File: src/rtl/emparejado_if.sv
// Sock pairing station bus: sock delivery and box pickup from the line,
// pairing status back to it.
interface emparejado_if;
    logic       PH;
    logic [1:0] PLS;
    logic [2:0] T;
    logic       BACK;
    logic       RDY;
    logic       PAR;
    logic       REJ;
    logic       ERR;
    logic       CJ;
    logic [3:0] CNT;
    logic [7:0] NBOX;

    modport master (
        output PH, PLS, T, BACK,
        input  RDY, PAR, REJ, ERR, CJ, CNT, NBOX
    );

    modport slave (
        input  PH, PLS, T, BACK,
        output RDY, PAR, REJ, ERR, CJ, CNT, NBOX
    );
endinterface

File: src/rtl/emparejado.sv
// Sock pairing station: pairs identical socks, fills boxes of PAIRS_PER_BOX
// pairs and waits for packaging to take each full box.
module emparejado #(
    parameter int unsigned PAIRS_PER_BOX = 6
) (
    input logic        clk,
    input logic        reset,
    emparejado_if.slave bus
);
    localparam logic [1:0] VACIO = 2'd0;
    localparam logic [1:0] UNO   = 2'd1;
    localparam logic [1:0] CAJA  = 2'd2;

    localparam logic [3:0] FULL = 4'(PAIRS_PER_BOX);

    logic [1:0] state;
    logic [1:0] pls_q;
    logic [2:0] t_q;
    logic [3:0] cnt;
    logic [7:0] nbox;
    logic       rdy, cj, par, rej, err;
    logic       valid, match;
    logic [3:0] cnt_inc;

    always_comb begin
        valid = 1'b0;
        unique case ({bus.PLS, bus.T})
            5'b01_001, 5'b10_001, 5'b01_010, 5'b01_100, 5'b10_100: valid = 1'b1;
            default: valid = 1'b0;
        endcase
        match   = (bus.PLS == pls_q) && (bus.T == t_q);
        cnt_inc = cnt + 4'd1;
    end

    // rdy/cj are loaded with the value implied by the next state so they
    // change in the same cycle as the state itself.
    always_ff @(posedge clk) begin
        if (reset) begin
            state <= VACIO;
            pls_q <= '0;
            t_q   <= '0;
            cnt   <= '0;
            nbox  <= '0;
            rdy   <= 1'b1;
            cj    <= 1'b0;
            par   <= 1'b0;
            rej   <= 1'b0;
            err   <= 1'b0;
        end else begin
            par <= 1'b0;
            rej <= 1'b0;
            err <= 1'b0;
            case (state)
                VACIO: begin
                    if (bus.PH) begin
                        if (valid) begin
                            pls_q <= bus.PLS;
                            t_q   <= bus.T;
                            state <= UNO;
                        end else begin
                            rej <= 1'b1;
                        end
                    end
                end
                UNO: begin
                    if (bus.PH) begin
                        if (!valid) begin
                            rej <= 1'b1;
                        end else if (match) begin
                            par <= 1'b1;
                            cnt <= cnt_inc;
                            if (cnt_inc == FULL) begin
                                state <= CAJA;
                                cj    <= 1'b1;
                                rdy   <= 1'b0;
                                nbox  <= nbox + 8'd1;
                            end else begin
                                state <= VACIO;
                            end
                        end else begin
                            rej   <= 1'b1;
                            pls_q <= bus.PLS;
                            t_q   <= bus.T;
                        end
                    end
                end
                CAJA: begin
                    if (bus.PH) err <= 1'b1;
                    if (bus.BACK) begin
                        state <= VACIO;
                        cj    <= 1'b0;
                        rdy   <= 1'b1;
                        cnt   <= '0;
                    end
                end
                default: begin
                    state <= VACIO;
                    cj    <= 1'b0;
                    rdy   <= 1'b1;
                end
            endcase
        end
    end

    assign bus.RDY  = rdy;
    assign bus.PAR  = par;
    assign bus.REJ  = rej;
    assign bus.ERR  = err;
    assign bus.CJ   = cj;
    assign bus.CNT  = cnt;
    assign bus.NBOX = nbox;
endmodule

File: src/flat_wrapper.sv
// flat-port wrapper written by rule: the top's interface ports become plain ports
module emparejado_flat 
#(
    parameter int unsigned PAIRS_PER_BOX = 6
)
  (clk, reset, bus_PH, bus_PLS, bus_T, bus_BACK, bus_RDY, bus_PAR, bus_REJ, bus_ERR, bus_CJ, bus_CNT, bus_NBOX);
  emparejado_if bus_i ();
  input logic clk;
  input logic reset;
  input wire logic [$bits(bus_i.PH)-1:0] bus_PH;
  input wire logic [$bits(bus_i.PLS)-1:0] bus_PLS;
  input wire logic [$bits(bus_i.T)-1:0] bus_T;
  input wire logic [$bits(bus_i.BACK)-1:0] bus_BACK;
  output wire logic [$bits(bus_i.RDY)-1:0] bus_RDY;
  output wire logic [$bits(bus_i.PAR)-1:0] bus_PAR;
  output wire logic [$bits(bus_i.REJ)-1:0] bus_REJ;
  output wire logic [$bits(bus_i.ERR)-1:0] bus_ERR;
  output wire logic [$bits(bus_i.CJ)-1:0] bus_CJ;
  output wire logic [$bits(bus_i.CNT)-1:0] bus_CNT;
  output wire logic [$bits(bus_i.NBOX)-1:0] bus_NBOX;
  assign bus_i.PH = bus_PH;
  assign bus_i.PLS = bus_PLS;
  assign bus_i.T = bus_T;
  assign bus_i.BACK = bus_BACK;
  assign bus_RDY = bus_i.RDY;
  assign bus_PAR = bus_i.PAR;
  assign bus_REJ = bus_i.REJ;
  assign bus_ERR = bus_i.ERR;
  assign bus_CJ = bus_i.CJ;
  assign bus_CNT = bus_i.CNT;
  assign bus_NBOX = bus_i.NBOX;
  emparejado #(.PAIRS_PER_BOX(PAIRS_PER_BOX)) u_core (.clk(clk), .reset(reset), .bus(bus_i));
endmodule
File: config.mk
export PLATFORM = sky130hd
export DESIGN_NAME = emparejado_flat
export DESIGN_NICKNAME = d
export VERILOG_FILES = /design/src/rtl/emparejado_if.sv /design/src/rtl/emparejado.sv /design/src/flat_wrapper.sv
export SDC_FILE = /design/constraint.sdc
export NUM_CORES = 1
export LEC_CHECK = 0
export BUFFER_PORTS_ARGS = -buffer_cell sky130_fd_sc_hd__buf_2
export CAP_MARGIN = 20
export CORE_UTILIZATION = 45
export CTS_BUF_LIST = sky130_fd_sc_hd__clkbuf_4 sky130_fd_sc_hd__clkbuf_8
export DETAILED_ROUTE_END_ITERATION = 7
export PLACE_DENSITY_LB_ADDON = 0.15
export SYNTH_ARGS = -nofsm -noshare
export SYNTH_HDL_FRONTEND = slang
export SYNTH_SLANG_ARGS = --single-unit
File: constraint.sdc
create_clock -name clk -period 2.3 [get_ports clk]
set_input_delay 0.115 -clock clk [delete_from_list [all_inputs] [get_ports clk]]
set_output_delay 0.115 -clock clk [all_outputs]
set_load 0.02 [all_outputs]
==> results_dict.tcl, run 1 <==
set metrics [dict create \
    grt_pass1_vias 988 \
    p_per_area_nw_per_um2 534.5 \
    cp-start-kind "flop" \
    path_cells "ha_1 -> nor2b_1 -> a21oi_1 -> o32a_1 -> nor3_1 -> mux2_2" \
    syn_avg_cell_area_um2 8.905 \
    cts_buffers 3 \
    slowest_stage "dfxtp_1" \
    synth_common_cells "dfxtp_1 (24), nand2_1 (13), a21oi_1 (12), nor2_1 (12), nor2b_1 (10)" \
    wl_per_cell_um 12.31 \
    met3WireLength_um 76 \
    endpoint_kind "flop" \
    die_area_um2 3087 \
    vias 1085 \
    cts_hold_buf 0 \
    globalplace.congestion 0.8340 \
    drtAntennaViolNets 0 \
    ctsResizeCount 0 \
    cts-root-buf "clkbuf_4" \
    ys_types 35 \
    nFillCells 248 \
    grt_util_all_layers_pct 17.15 \
    start_util_pct 47.23 \
    drive_gt1_share_pct 22.49 \
    synthTopCellsByArea "dfxtp_1 (37%), nor4_4 (6.6%), nor2b_1 (4.8%), a21oi_1 (4.7%), mux2_1 (4.4%)" \
    finalNetCount 182 \
    antenna_found_initial 0 \
    power_frac_seq_pct 53.5 \
    fin_crit_ps 2111 \
    hold_ws_ps 26.81 \
    vias_per_cell 5.425 \
    syn_inst 145 \
    cts_setup_buffers 0 \
    top_layer "met4" \
    die_h_um 55.57 \
    synth_edf_count 0 \
    syn_nets 157 \
    totalWireLength_um 2462 \
    vdd_drop_max_v 0.0003287 \
    hp-class "input port to flop" \
    antennaDiodeCount 0 \
    clkPwrFrac_pct 39.3 \
    cp_top_family "simple AND/OR/NAND/NOR gates" \
    outcome "finished, final reports clean" \
    ys_warn_count 0 \
    drt-met1-wl_um 1158 \
    ys.flop_type "dfxtp_1" \
    portBuffers 25 \
    grt_max_degree 28 \
    p_switching_w 0.0001748 \
    tritoncts "built" \
    worstPathRequired_ps 2530 \
    drv_cap 0 \
    core_area_um2 2734 \
    maxSlewViolCount 0 \
    period_share_pct 91.78 \
    hpwl_um 1877 \
    h-tree-depth 1 \
    arrival_ps 2340 \
    power_frac_comb_pct 7.2 \
    wl_met2_um 1210 \
    setup_viol 0 \
    synth_seq_area_share_pct 37.21 \
    drt_first_iter_violations 42 \
    ys_ff_latch 24 \
    drc 0 \
    syn_area_um2 1291 \
    sw_frac_of_total_pct 22.04 \
    rsz0062_at_grt "no" \
    grt-ovfl-total 0 \
    finalSetupTns_ps 0 \
    crit_fanout 8 \
    clock_latency_ps 310 \
    path_clk_slew_ps 140 \
    critPathBufInv 0 \
    worst_clock_skew_ps 1.618 \
    syn_to_final_growth_pct 14.92 \
    leakagePower_nw 0.6790 \
    grt_pass1_wl_um 4312 \
    io_pins 26 \
    cpPeakStageDelay_ps 470 \
    cts_buffer_depth 2 \
    firstDrtPassIters 4 \
    fmax_mhz 473.7 \
    synth.most_common_cell "dfxtp_1" \
    finalHoldViolCount 0 \
    worst_pin_slew_ps 592.4 \
    async_flop_share_pct 0 \
    yosysTopAreaCell "dfxtp_1" \
    die_w_um 55.57 \
    fin_util_pct 54.28 \
    synth_top_area_share_pct 37.21 \
    power.internal_w 0.0006183 \
    slew_headroom_pct 60.50 \
    clock_sinks 24 \
    worstSetupPathType "flop to flop" \
    rows 19 \
]
==> cells by family after synthesis <==
group                    after synthesis  synth area share [%]
multiplexers                           9                 7.655
XOR/XNOR                               7                 4.748
buffers and inverters                 11                 3.875
AND/OR/NAND/NOR                       64                 31.20
AO/OA/AOI/OAI                         27                 12.40
adder cells (fa/ha/maj)                3                 2.907
flip-flops                            24                 37.21
==> path summary, 6_finish.rpt <==
path / startpoint / endpoint / slack (ps) / cells past startpoint
setup / recovery: u_core.bus.CNT[0] / u_core.bus.NBOX[0] / 190 / 6
hold reg to reg: u_core.bus.CJ / u_core.bus.CJ / 470 / 2
hold / removal: bus_PH / u_core.bus.REJ / 30 / 3
setup reg to reg: u_core.bus.CNT[0] / u_core.bus.NBOX[0] / 190 / 6
==> through the flow <==
stage | instances | total power (W) | worst slack [ps] | cell area (µm²)
2_1_floorplan | 145 | 0.0004733 | 261.6 | 1291
5_1_grt | 200 | 0.0008183 | 29.53 | 1484
3_3_place_gp | 196 | 0.0004895 | 268.5 | 1431
4_1_cts | 200 | 0.0007997 | 191.6 | 1484
6_report | 200 | 0.0007931 | 189.0 | 1484
3_5_place_dp | 196 | 0.0004912 | 208.4 | 1431
==> power by group through the flow <==
stage	sequential (W)	combinational, W	clock [W]
2_1_floorplan	0.000434	0.0000393	0
3_3_place_gp	0.000433	0.0000561	0
3_5_place_dp	0.000434	0.0000577	0
4_1_cts	0.000424	0.0000579	0.000317
5_1_grt	0.000425	0.0000656	0.000328
6_report	0.000424	0.0000571	0.000311
==> routing by layer <==
layer	vias to the layer above	GRT usage, %
li1	553	-
met1	513	21.21
met2	17	29.26
met3	2	2.342
met4	0	8.214
met5	-	0
==> cell type report <==
type                    instances  area [µm²]  area share (%)
multi-input cells             110       760.7           51.26
flip-flops and latches         24       480.5           32.38
repair buffers                 26       132.6           8.938
well taps                      31       38.79           2.614
clock inverters                 1       30.03           2.024
clock buffers                   3       22.52           1.518
inverters                       5       18.77           1.265
==> sequential cells by signal, indices dropped and copies added, names as in the netlist <==
register and cells:
u_core.t_q 3, u_core.bus.CNT 4, u_core.bus.ERR 1, u_core.pls_q 2, u_core.bus.NBOX 8, u_core.bus.PAR 1, u_core.bus.RDY 1, u_core.bus.REJ 1
u_core.state 2, u_core.bus.CJ 1
==> worst register-to-register path, stage by stage, from the launching register on <==
cell and delay [ps]:
dfxtp_1 470, ha_1 230, nor2b_1 180, a21oi_1 60, o32a_1 350, nor3_1 360, mux2_2 370
==> placed cells by master, fill, tap and decap left out, types with 3 or more instances in the layout <==
master / count
nor4_4: 4
nor2b_1: 10
buf_2: 25
xor2_1: 5
nor2_1: 12
inv_1: 5
a21oi_1: 12
o21ai_0: 7
clkbuf_4: 3
nand2_1: 13
dfxtp_1: 24
nand2b_1: 5
ha_1: 3
mux2_1: 5
nand3_1: 7
No activity file was read; power rests on OpenSTA's default activity.
==> run 2: changes to the inputs <==
Settings changed: ABC_AREA from default to 1, CELL_PAD_IN_SITES_DETAIL_PLACEMENT from default to 1, CELL_PAD_IN_SITES_GLOBAL_PLACEMENT from default to 1, CORE_UTILIZATION 45 to 40.
==> run 2 against run 1 <==
Compared with the run above:
- final area up 5.6%
- clock power down 39%
- sequential share of layout area down 1.7 points
- register-to-register slack better by 460 ps
- global-route usage up 3.5 points
- non-clock buffer count down 1
- total power up 45%
- combinational power rose to 7.9 times the previous value
- synthesized cell count up 43%
- area after synthesis up 6.0%
==> results_dict.tcl, run 2 <==
set metrics [dict create \
    outcome "finished, final reports clean" \
    io_pins 26 \
    die_h_um 60.50 \
    yosysTopAreaCell "dfxtp_1" \
    worstReg2RegStart "u_core.bus.CNT[0]" \
    tritoncts "built" \
    syn_avg_cell_area_um2 6.613 \
    vias_per_cell 4.910 \
    r2r_cells 8 \
    core_area_um2 3153 \
    grt_util_all_layers_pct 20.68 \
    r2r-end "u_core.bus.NBOX[5]" \
    p_per_area_nw_per_um2 734.8 \
    clock_latency_ps 310 \
    drtAntennaViolNets 0 \
    cts_buffers 3 \
    fin_util_pct 49.68 \
    rsz0062_at_grt "no" \
    grt-ovfl-total 0 \
    synth_top_area_share_pct 35.10 \
    min_to "u_core.bus.CNT[1]" \
    min_path_cells 2 \
    ctsResizeCount 0 \
    start_util_pct 43.41 \
    worstHoldStart "reset" \
    endpoint_kind "flop" \
    synth.most_common_cell "nand2_1" \
    largest_reg_flops 8 \
    worstPathRequired_ps 2520 \
    fin_ws_ps 652.6 \
    worstSetupPathType "flop to flop" \
    worst_clock_skew_ps 0.9954 \
    syn_area_um2 1369 \
    vias 1365 \
    arrival_ps 1860 \
    multiInputGateArea_um2 755.7 \
    layout_commonest_cell "nand2_1" \
    ys_ff_latch 24 \
    nFillCells 462 \
    crit_fanout 6 \
    hp-class "input port to flop" \
    cts_buffer_depth 2 \
    slowest_stage "dfxtp_1" \
    setup_viol 0 \
    hpwl_um 2706 \
    path_cells "ha_1 -> xnor2_1 -> nor2_1 -> nand3_1 -> inv_1 -> nand2_4 -> o21ai_0 -> a21oi_1" \
    totalWireLength_um 3327 \
    fin_crit_ps 1647 \
    die_area_um2 3660 \
    syn_to_final_growth_pct 14.44 \
    rows 20 \
    path_clk_slew_ps 130 \
    clock_sinks 24 \
    ys_types 26 \
    vdd_drop_max_v 0.0002391 \
    finalSetupTns_ps 0 \
    synth_common_cells "nand2_1 (46), nor2_1 (34), inv_1 (29)" \
    antenna_found_initial 0 \
    leakagePower_nw 0.7674 \
    globalplace.congestion 0.8242 \
    cts_hold_buf 0 \
    cp-start-kind "flop" \
    synth_seq_area_share_pct 35.10 \
    grt_pass1_wl_um 5678 \
    rrSetupSlack_ps 650 \
    synthTopCellsByArea "dfxtp_1 (35%), nand2_1 (13%), nor2_1 (9.3%), inv_1 (8.0%), nand3_1 (4.8%)" \
    grt_pass1_vias 1317 \
    final_cell_mix "nand2_1 (46), nor2_1 (34), inv_1 (29)" \
    drv_cap 0 \
    ys_warn_count 0 \
    period_share_pct 71.63 \
    maxSlewViolCount 0 \
    seq_area_um2 480.5 \
    cts_setup_buffers 0 \
    finalHoldViolCount 0 \
    syn_inst 207 \
    drc 0 \
    drive_gt1_share_pct 19.66 \
    firstDrtPassIters 4 \
    cts-root-buf "clkbuf_4" \
    portBuffers 25 \
    synth_edf_count 0 \
    antennaDiodeCount 0 \
    cpPeakStageDelay_ps 380 \
    async_flop_share_pct 0 \
    syn_nets 219 \
    grt_max_degree 18 \
    h-tree-depth 1 \
    critPathBufInv 1 \
    slew_headroom_pct 64.76 \
    ys.flop_type "dfxtp_1" \
    die_w_um 60.50 \
    wl_per_cell_um 11.97 \
    worst_pin_slew_ps 528.0 \
    fin_total_pwr_w 0.001151 \
    cp_top_family "flip-flops" \
    fmax_mhz 607.0 \
    finalNetCount 248 \
    drt_first_iter_violations 23 \
    pre_cts_ws_ps 672.9 \
]
[run 2: cell count changes after synthesis, moves of 4 or more]
cell      change
a21oi_1       -4
clkbuf_1      -4
inv_1        +24
inv_2         +4
mux2_1        -5
nand2_1      +33
nand2b_1      -5
nand3_1       +6
nand4_1       +4
nor2_1       +22
nor2_4        +4
nor2b_1      -10
nor4_4        -4
o21ai_0       +6
[run 2: how the worst max path moves through the flow]
| stage | from | endpoint | slack (ps) | depth (start not counted) |
|---|---|---|---|---|
| after CTS | u_core.bus.CNT[0] | u_core.bus.NBOX[1] | 640 | 8 |
| after global routing | u_core.bus.CNT[0] | u_core.bus.NBOX[1] | 460 | 8 |
| after global placement | u_core.bus.CNT[0] | u_core.bus.NBOX[3] | 740 | 10 |
| after floorplan | u_core.bus.CNT[0] | u_core.bus.NBOX[3] | 760 | 10 |
| after detailed placement | u_core.bus.CNT[0] | u_core.bus.NBOX[5] | 670 | 8 |
| final | u_core.bus.CNT[0] | u_core.bus.NBOX[5] | 650 | 8 |
[run 2: area by class of cell]
| class | count | area share (%) |
|---|---|---|
| clock buffer | 3 | 1.438 |
| inverter | 34 | 8.147 |
| tap | 44 | 3.514 |
| multi-input combinational | 148 | 48.24 |
| sequential | 24 | 30.67 |
| timing repair buffer | 25 | 7.987 |
[run 2: routing by layer]
layer	global-route usage (%)	wire length, µm
met5	0	0
met3	2.772	108
met2	36.26	1593
met1	26.14	1585
met4	6.818	39
[run 2: where the power goes]
group	leakage, nW	total [W]	switching [W]	internal (W)
clock network	0.0138	0.000189	0.000128	0.0000612
registers	0.195	0.000512	0.0000480	0.000464
logic	0.559	0.000450	0.000303	0.000146
total	0.767	0.00115	0.000479	0.000672
[run 2: cell families after synthesis]
group,Yosys count,synth area share (%)
flip-flops,24,35.10
AO/OA/AOI/OAI,26,10.42
buffers and inverters,35,9.688
XOR/XNOR,5,3.200
adder cells (fa/ha/maj),3,2.743
AND/OR/NAND/NOR,114,38.85
[run 2: per-stage QoR]
| step | hold slack (ps) | instance area (µm²) | std cells |
|---|---|---|---|
| global route | 58.88 | 1567 | 278 |
| global placement | 391.6 | 1544 | 275 |
| finish | 73.81 | 1567 | 278 |
| floorplan | 184.1 | 1369 | 207 |
| detailed placement | 408.6 | 1544 | 275 |
| CTS | 57.59 | 1567 | 278 |
==> run 3: changes to the inputs <==
Clock period 2.3 ns to 1.72 ns, I/O delays scaled along.
==> run 3 against run 2 <==
Compared with the run above:
- non-clock buffer count up 5
- sequential power up 32%
- sequential share of layout area down 0.98 points
- critical path depth up 1
- final area up 4.4%
- routed wire length up 9.8%
- final cell count up 2.2%
- count of clock-buffer cells in the layout up 1
- critical path type unchanged
- critical endpoint is now u_core.state[1]
==> results_dict.tcl, run 3 (same netlist as run 2, synthesis figures left out) <==
set metrics [dict create \
    syn_to_final_growth_pct 19.47 \
    grt-ovfl-total 0 \
    clock_latency_ps 330 \
    grtUsageMet2_pct 38.62 \
    cts_buffer_depth 2 \
    cts_hold_buf 0 \
    largest_reg_flops 8 \
    layout_commonest_cell "nand2_1" \
    die_area_um2 3660 \
    vdd_drop_max_v 0.0004595 \
    leakagePower_nw 0.8013 \
    p_per_area_nw_per_um2 1020 \
    hpwl_um 2807 \
    fmax_mhz 636.8 \
    grtUsageMet3_pct 3.838 \
    worstPathRequired_ps 1960 \
    cp-start-kind "flop" \
    grt_util_all_layers_pct 21.95 \
    final_cell_mix "nand2_1 (46), nor2_1 (33), inv_1 (28)" \
    worst_clock_skew_ps 12.44 \
    grt_pass1_vias 1351 \
    crit_fanout 7 \
    final_area_um2 1635 \
    die_w_um 60.50 \
    core_area_um2 3153 \
    portBuffers 25 \
    grt_max_degree 14 \
    start_util_pct 43.41 \
    vias 1403 \
    rows 20 \
    fin_util_pct 51.87 \
    arrival_ps 1810 \
    crit_top_cell "nor2_1" \
    antenna_found_initial 0 \
    antennaDiodeCount 0 \
    vias_per_cell 4.940 \
    maxSlewViolCount 0 \
    cp_top_family "simple AND/OR/NAND/NOR gates" \
    worstSetupPathType "flop to flop" \
    drt_first_iter_violations 40 \
    placed_area_um2 1559 \
    globalplace.congestion 0.8117 \
    finalNetCount 253 \
    drc 0 \
    rrSetupSlack_ps 150 \
    setup_viol 0 \
    path_clk_slew_ps 140 \
    io_pins 26 \
    totalWireLength_um 3652 \
    gr-max-usage-layer "met2" \
    met1_usage_pct 26.08 \
    clock_sinks 24 \
    fin_crit_ps 1570 \
    drtAntennaViolNets 0 \
    outcome "finished, final reports clean" \
    drive_gt1_share_pct 23.75 \
    cpPeakStageDelay_ps 480 \
    h-tree-depth 1 \
    path_cells "inv_1 -> nor2_4 -> nand2_1 -> nand2_2 -> inv_2 -> nand3_1 -> nor2_2 -> nor2_1 -> nor2_1" \
    nFillCells 459 \
    finalHoldViolCount 0 \
    drv_cap 0 \
    slowest_stage "dfxtp_1" \
    endpoint_kind "flop" \
    firstDrtPassIters 2 \
    wl_per_cell_um 12.86 \
    critPathBufInv 2 \
    grt_pass1_wl_um 5940 \
    tritoncts "built" \
    cts_buffers 3 \
    period_share_pct 91.30 \
    worst_pin_slew_ps 290.8 \
    cts-root-buf "clkbuf_4" \
    slew_headroom_pct 80.57 \
    die_h_um 60.50 \
    hp-class "input port to flop" \
]
==> run 3: cell count changes in the layout (fill, tap and decap cells not counted), sizes merged <==
| cell | before | now |
|---|---|---|
| buf | 25 | 30 |
| clkbuf | 3 | 4 |
==> run 3: path summary, 6_finish.rpt <==
check                                     start              end  cells past startpoint
worst max-delay path            u_core.state[0]  u_core.state[1]                      9
worst min-delay path                      reset   u_core.bus.ERR                      2
worst max register to register  u_core.state[0]  u_core.state[1]                      9
worst min register to register    u_core.bus.CJ    u_core.bus.CJ                      2
==> run 3: power by group <==
| group | switching [W] | internal (W) | total (W) |
|---|---|---|---|
| Combinational | 0.000460 | 0.000222 | 0.000682 |
| Clock | 0.000180 | 0.000130 | 0.000309 |
| Sequential | 0.0000546 | 0.000623 | 0.000677 |
| Total | 0.000694 | 0.000974 | 0.00167 |
==> run 3: final cells by class <==
| type | instances | area, µm² | share of cell area, % |
|---|---|---|---|
| Tap cell | 44 | 55.05 | 3.366 |
| Inverter | 34 | 127.6 | 7.804 |
| Timing Repair Buffer | 30 | 162.7 | 9.946 |
| Sequential cell | 24 | 485.5 | 29.69 |
| Clock buffer | 4 | 36.28 | 2.219 |
| Multi-Input combinational cell | 148 | 768.2 | 46.98 |
==> run 3: per-stage QoR <==
| step | TNS [ps] | total power, W | instances | setup WS, ps | hold WS (ps) |
|---|---|---|---|---|---|
| after floorplan | 0 | 0.001137 | 207 | 176.5 | 155.1 |
| after global placement | 0 | 0.001296 | 277 | 169.3 | 361.4 |
| after detailed placement | 0 | 0.001327 | 277 | 74.60 | 383.4 |
| after CTS | 0 | 0.001651 | 281 | 48.02 | 25.86 |
| after global routing | -9.321 | 0.001794 | 284 | -9.321 | 20.46 |
| final | 0 | 0.001669 | 284 | 149.6 | 44.77 |
==> run 3: routing by layer <==
metal  wire (µm)  vias to the layer above
li1            -                      714
met3         112                        7
met2        1807                       24
met1        1675                      658
met5           0                        -
met4          57                        0
==> run 3: worst reg2reg max path: cells and delay by family, from the launching register on <==
kind	cells	cell delay (ps)
buffers and inverters	2	200
and+or+nand+nor	7	790
DFF	1	480
==> run 3: repair_timing <==
item / 4_1_cts / 5_1_grt
resized for setup: 0 / 7
setup endpoints to repair: 0 / 12
buffers inserted: 0 / 3
